==> src/rtl/addsub_operand_seq_pkg.sv <==
// Shared encodings and defaults for the addsub4b operand sequencer.
// Holds the FSM state encoding, the operation codes and the signed-overflow rule.
package addsub_operand_seq_pkg;

    typedef enum logic [1:0] {
        S_A    = 2'd0,
        S_B    = 2'd1,
        S_EXEC = 2'd2,
        S_SHOW = 2'd3
    } state_t;

    localparam logic OP_ADD = 1'b0;
    localparam logic OP_SUB = 1'b1;

    localparam int DEF_SYNC_STAGES = 2;
    localparam int DEF_DB_CYCLES   = 4;
    localparam int DEF_DB_W        = 16;

    // Subtraction adds ~B, so the effective B sign is inverted before comparing.
    function automatic logic signed_ovf(input logic a_msb, input logic b_msb,
                                        input logic op,    input logic r_msb);
        return (a_msb == (b_msb ^ (op == OP_SUB))) && (r_msb != a_msb);
    endfunction

endpackage

==> src/rtl/addsub_operand_seq_btn_pulse.sv <==
// Button conditioner: synchroniser, counting debouncer and rising-edge pulse.
// The pulse is registered and appears SYNC_STAGES + DB_CYCLES edges after raw rises.
module btn_pulse
    import addsub_operand_seq_pkg::*;
#(
    parameter int SYNC_STAGES = DEF_SYNC_STAGES,
    parameter int DB_CYCLES   = DEF_DB_CYCLES,
    parameter int DB_W        = DEF_DB_W
) (
    input  logic clk,
    input  logic reset_n,
    input  logic raw,
    output logic pulse
);

    localparam logic [DB_W-1:0] CNT_LAST = DB_W'(DB_CYCLES - 1);

    logic [SYNC_STAGES-1:0] sync_q, sync_d;
    logic [DB_W-1:0]        cnt_q, cnt_d;
    logic                   level_q, level_d;
    logic                   pulse_q, pulse_d;

    always_comb begin
        // NOTE: every signal gets a default first so no path leaves it unassigned (no latch).
        sync_d  = {sync_q[SYNC_STAGES-2:0], raw};
        level_d = level_q;
        cnt_d   = '0;
        if (sync_q[SYNC_STAGES-1] != level_q) begin
            if (cnt_q == CNT_LAST) begin
                level_d = ~level_q;
            end else begin
                cnt_d = cnt_q + DB_W'(1);
            end
        end
        pulse_d = level_d & ~level_q;
    end

    // NOTE: state is updated only with non-blocking assignments so all flops see pre-edge values.
    always_ff @(posedge clk or negedge reset_n) begin
        if (!reset_n) begin
            sync_q  <= '0;
            cnt_q   <= '0;
            level_q <= 1'b0;
            pulse_q <= 1'b0;
        end else begin
            sync_q  <= sync_d;
            cnt_q   <= cnt_d;
            level_q <= level_d;
            pulse_q <= pulse_d;
        end
    end

    assign pulse = pulse_q;

endmodule

==> src/rtl/addsub_operand_seq.sv <==
// Operand sequencer and result latch for the external combinational addsub4b.
// Loads A, then B and the operation, lets the adder settle one cycle, then shows the result.
module addsub_operand_seq
    import addsub_operand_seq_pkg::*;
#(
    parameter int SYNC_STAGES = DEF_SYNC_STAGES,
    parameter int DB_CYCLES   = DEF_DB_CYCLES,
    parameter int DB_W        = DEF_DB_W
) (
    input  logic       clk,
    input  logic       reset_n,
    input  logic [3:0] sw,
    input  logic       op_sw,
    input  logic       btn_enter,
    input  logic       btn_clear,
    output logic [3:0] A,
    output logic [3:0] B,
    output logic       add_sub,
    input  logic [3:0] R,
    input  logic       Co,
    output logic [3:0] result,
    output logic       carry,
    output logic       ovf,
    output logic       valid,
    output logic [1:0] state
);

    logic enter_pulse, clear_pulse;

    btn_pulse #(.SYNC_STAGES(SYNC_STAGES), .DB_CYCLES(DB_CYCLES), .DB_W(DB_W)) u_btn_enter (
        .clk     (clk),
        .reset_n (reset_n),
        .raw     (btn_enter),
        .pulse   (enter_pulse)
    );

    btn_pulse #(.SYNC_STAGES(SYNC_STAGES), .DB_CYCLES(DB_CYCLES), .DB_W(DB_W)) u_btn_clear (
        .clk     (clk),
        .reset_n (reset_n),
        .raw     (btn_clear),
        .pulse   (clear_pulse)
    );

    state_t     state_q, state_d;
    logic [3:0] a_q, a_d, b_q, b_d, result_q, result_d;
    logic       add_sub_q, add_sub_d, carry_q, carry_d;
    logic       ovf_q, ovf_d, valid_q, valid_d;

    always_comb begin
        state_d   = state_q;
        a_d       = a_q;
        b_d       = b_q;
        add_sub_d = add_sub_q;
        result_d  = result_q;
        carry_d   = carry_q;
        ovf_d     = ovf_q;
        valid_d   = valid_q;

        unique case (state_q)
            S_A: if (enter_pulse) begin
                a_d     = sw;
                state_d = S_B;
            end
            S_B: if (enter_pulse) begin
                b_d       = sw;
                add_sub_d = op_sw;
                state_d   = S_EXEC;
            end
            // A/B/add_sub have been stable since the previous edge, so R/Co are settled here.
            S_EXEC: begin
                result_d = R;
                carry_d  = Co;
                ovf_d    = signed_ovf(a_q[3], b_q[3], add_sub_q, R[3]);
                valid_d  = 1'b1;
                state_d  = S_SHOW;
            end
            S_SHOW: if (enter_pulse) begin
                valid_d = 1'b0;
                state_d = S_A;
            end
            default: state_d = S_A;
        endcase

        // Clear overrides everything, including a coincident enter.
        if (clear_pulse) begin
            state_d   = S_A;
            a_d       = '0;
            b_d       = '0;
            add_sub_d = 1'b0;
            result_d  = '0;
            carry_d   = 1'b0;
            ovf_d     = 1'b0;
            valid_d   = 1'b0;
        end
    end

    always_ff @(posedge clk or negedge reset_n) begin
        if (!reset_n) begin
            state_q   <= S_A;
            a_q       <= '0;
            b_q       <= '0;
            add_sub_q <= 1'b0;
            result_q  <= '0;
            carry_q   <= 1'b0;
            ovf_q     <= 1'b0;
            valid_q   <= 1'b0;
        end else begin
            state_q   <= state_d;
            a_q       <= a_d;
            b_q       <= b_d;
            add_sub_q <= add_sub_d;
            result_q  <= result_d;
            carry_q   <= carry_d;
            ovf_q     <= ovf_d;
            valid_q   <= valid_d;
        end
    end

    assign A       = a_q;
    assign B       = b_q;
    assign add_sub = add_sub_q;
    assign result  = result_q;
    assign carry   = carry_q;
    assign ovf     = ovf_q;
    assign valid   = valid_q;
    assign state   = state_q;

endmodule

==> config.mk <==
export PLATFORM = sky130hd
export DESIGN_NAME = addsub_operand_seq
export DESIGN_NICKNAME = d
export VERILOG_FILES = /design/src/rtl/addsub_operand_seq_pkg.sv /design/src/rtl/addsub_operand_seq_btn_pulse.sv /design/src/rtl/addsub_operand_seq.sv
export SDC_FILE = /design/constraint.sdc
export NUM_CORES = 1
export LEC_CHECK = 0
export ABC_AREA = 1
export CAP_MARGIN = 20
export CORE_UTILIZATION = 56
export CTS_CLUSTER_DIAMETER = 100
export DETAILED_ROUTE_END_ITERATION = 6
export MAX_ROUTING_LAYER = met4
export PLACE_DENSITY = 0.88
export SETUP_SLACK_MARGIN = 0.1
export SLEW_MARGIN = 20
export SYNTH_ARGS = -nofsm -noshare
export SYNTH_HDL_FRONTEND = slang
export SYNTH_SLANG_ARGS = --single-unit
==> constraint.sdc <==
create_clock -name clk -period 1.78 [get_ports clk]
set_input_delay 0.267 -clock clk [delete_from_list [all_inputs] [get_ports clk]]
set_output_delay 0.267 -clock clk [all_outputs]
set_load 0.02 [all_outputs]
==> summary by stage <==
Timing
Setup violations remaining at the end of the flow were counted as 0. Measured against its own limit, the worst slew margin works out to 0.706. Setup repair after global routing left no endpoint under its margin. The post-layout minimum cycle time is between 1.5 and 2 ns.

The slew at the pin closest to its max-slew limit is 0.440 ns. The ratio of final minimum period to clock period is 0.922. On the final layout, the worst clock skew is 0.00638 ns. Based on the critical path, the design can be clocked at up to 0.609 GHz.

In the final timing run, aggregate negative setup slack is 0 ns. The max-slew violation count is 0. In the post-route analysis, the smallest setup slack over all paths is roughly 0.14 ns. The number of endpoints with negative hold slack in the final report is 0.

The tightest hold margin is 0.347 ns.

Logic synthesis
The compound-gate portion of the synthesized area came to 0.0389. In the synthesized netlist the async set-or-reset flop fraction comes to 1.00. In the synthesized netlist, the number of instances is 361. The top-area cell type share of the netlist area is 0.486. The synthesized design contains 0 enable-type register cells. The simple-gate share of the synthesized area is 0.318. The yosys synthesis warning count is 0. The commonest cells after synthesis are nand2_1 (79), nor2_1 (63), dfrtp_1 (58), inv_1 (41), nand3_1 (21). The post-synthesis adder-cell area fraction is 0.0293. Counting every net in the synthesized netlist gives 382. In the synthesized netlist the dominant register cell turns out to be dfrtp_1. The portion of synthesized area spent on multiplexers is 0.0264. The post-synthesis share of cell area spent on xor and xnor gates is 0.0377. In this run, distinct cell masters in the synthesized netlist total 29. The biggest area contributor in the post-synthesis netlist is dfrtp_1.

The post-synthesis instance area is 2990 um^2. Ranked by total cell area, the synthesized netlist is headed by dfrtp_1 (49%), nand2_1 (9.9%), nor2_1 (7.9%), inv_1 (5.2%), nand4_1 (3.8%). The fraction of the yosys area taken by sequential cells is 0.486.

The most repeated cell in the gate-level netlist after synthesis is nand2_1. By area, the combinational part of the netlist is dominated by simple AND/OR/NAND/NOR gates. A synthesized cell averages 8.28 um^2. The synthesized design contains 58 register bits.

Setup path
STA classifies the critical path endpoint as an output port. The signal on the critical path passes through clkdlybuf4s50_1. STA classifies the critical path startpoint as a flip-flop.

The number of buffers and inverters on the critical path is 1. On the critical path, the stage with the largest delay is an instance of clkdlybuf4s50_1. The longest individual stage delay on the worst path is 0.65 ns. In this run the worst path has a maximum fanout of 4.

The category of the critical setup timing path is reg2out. Data arrives at the worst endpoint at between 1 and 1.5 ns. The data required time at the worst endpoint is 1.51 ns. In this design, the largest share of critical-path delay is due to buffers and inverters.

Detailed routing
The number of nets still failing antenna checks after routing is 0. For this run, design rule violations remaining after detail routing come to 0. The number of vias per cell after detailed routing is 5.28. For this run, the detailed router's first-pass iteration total came to 5.

The detailed router finished its first iteration with 150 violations. The number of vias in the routed layout is 2518. The routed wirelength normalized by instance count is 13.1 um. The final routed wirelength across all metal layers is 6230 um.

Clock tree
At the later pin of the worst-skew pair, clock insertion delay measures 0.33 ns. The clock tree from TritonCTS is done. The longest clock path from root to sink contains 2 buffers. TritonCTS created 9 clock buffers. CTS placed an instance of clkbuf_8 at the clock tree root. Post-CTS repair changed the size of 0 cells. Counting every sink on the clock net gives 58. The clock tree synthesis step divided the H-tree into 3 levels. After clock tree synthesis, the clock-pin slew on the worst setup and hold paths is 0.06 ns.

Placement
After legalization and detailed placement, the total HPWL measured approximately 4400 um. At the placement stage, the worst setup path has a slack of between 0.3 and 0.4 ns. The post-detailed-placement cell area is 3390 um^2. In this run the tool buffered the top-level ports with 31 buffer cells. The weighted congestion at the end of routability-driven global placement is 0.917.

Global route
Across every metal layer, demand over resource in global routing totals 0.265. The global route total overflow is 0. The number of global-route vias before repair is 2484. Entering global routing, the biggest net connects 59 pins.

The initial antenna violation count is 0. The first-pass GRT wire length is 10700 um.

Floorplanning
The die is 75.0 um wide. The height of the die is about 75 um. The number of top-level pins is 32. For this configuration, the core starts out at a cell density of 0.585.

The die covers 5630 um^2. The number of rows in the core area is 26. After floorplanning, the core was sized to cover a little over 5000 um^2.

Cells and area
From synthesis to final layout, the design area changed by 19.9%. The count of nets after finishing is roughly 420. The final design utilization is 0.701.

The layout cell share with drive strength beyond 1 is 0.130. The antenna diode count is 0. With fillers left out, the area of the finished cells amounts to 3580 um^2. The filler cells instantiated in the layout total 398.

Run
Max-cap violations in this run came to 0.

Worst hold path
The worst hold path class is reg2reg.

Power and ir drop
In this run the static leakage power is 1.63 nW. The areal power density over the cells is 1250 nW/um^2. IR analysis of the VDD net gives a maximum drop of ~0.82 mV.

Run status
The run finished with clean final reports.
flip-flops by register name, indices dropped and copies added (netlist names), 2 cells and up:
register and flops:
B 4, u_btn_enter.sync_q 2, u_btn_clear.cnt_q 16, u_btn_clear.sync_q 2
result 4, state 2, A 4, u_btn_enter.cnt_q 16
path summary, 6_finish.rpt:
check                                        endpoint                   from  slack (ns)  cells past startpoint
worst max register to register                    ovf               state[0]        0.29                      6
worst max-delay path                         state[0]               state[0]        0.14                      1
max in group asynchronous       u_btn_clear.cnt_q[14]                reset_n        1.06                      3
worst min register to register  u_btn_clear.sync_q[1]  u_btn_clear.sync_q[0]        0.35                      0
min in group asynchronous                   result[1]                reset_n        0.47                      3
worst min-delay path            u_btn_clear.sync_q[1]  u_btn_clear.sync_q[0]        0.35                      0
cell usage in the layout (no fill, tap or decap), drive strengths merged:
master         synthesis  final
clkdlybuf4s50          0     30
nand3                 24     24
xnor2                  3      3
mux2                   7      7
dfrtp                 58     58
a21oi                  5      5
clkbuf                 0     12
bufinv                 0      1
ha                     7      7
o31ai                  1      1
o211ai                 2      2
buf                    3      3
nor3b                  2      2
dlygate4sd3            0      1
nor3                   3      3
nand4                 18     18
clkinv                 0      2
a211oi                 1      1
o21ai                 10     10
o21bai                 1      1
nor2                  74     74
inv                   45     45
nand2                 88     88
xor2                   9      9
cell families (layout without fill, tap and decap cells):
family,after synthesis,after routing
and+or+nand+nor,209,209
DFF,58,58
buffers and inverters,48,94
AOI/OAI and AO/OA,20,20
xor gates and xnor gates,12,12
adders and majority gates,7,7
muxes,7,7
worst register-to-register path, cell delays in order, from the launching register on:
cell      delay, ns
dfrtp_1        0.41
inv_1          0.13
ha_1           0.21
inv_1          0.12
nor2_1         0.32
o211ai_1       0.16
nand2_1        0.08
metal layers:
metal | global-route usage | vias up | share of wire
met5 | - | - | 0
met4 | 0.0922 | 0 | 0.019
met3 | 0.0723 | 20 | 0.049
met2 | 0.438 | 68 | 0.51
met1 | 0.312 | 1202 | 0.42
li1 | - | 1228 | -
stage by stage:
| step | cells | total power [W] |
|---|---|---|
| after floorplan | 361 | 0.00270 |
| after global placement | 461 | 0.00327 |
| after detailed placement | 461 | 0.00333 |
| after CTS | 477 | 0.00450 |
| after global routing | 477 | 0.00476 |
| final | 477 | 0.00447 |
repair_timing:
action	4_1_cts	5_1_grt
setup buffers	0	0
endpoints found under the hold margin	58	0
hold buffers	1	0
endpoints found under the setup margin	0	0
layout make-up:
class / instances / area (um^2) / area share
Sequential cell: 58 / 1450 / 0.405
Multi-Input combinational cell: 255 / 1350 / 0.376
Timing Repair Buffer: 34 / 343 / 0.0957
Inverter: 45 / 169 / 0.0472
Clock buffer: 12 / 145 / 0.0405
Tap cell: 70 / 87.6 / 0.0244
Clock inverter: 3 / 40.0 / 0.0112
where the power goes:
group          total [W]  switching [W]  internal [W]
Clock            0.00116       0.000487      0.000673
Combinational    0.00150       0.000837      0.000662
Sequential       0.00181       0.000220       0.00159
Total            0.00447        0.00154       0.00292
Power figures use the tool's default switching activity.
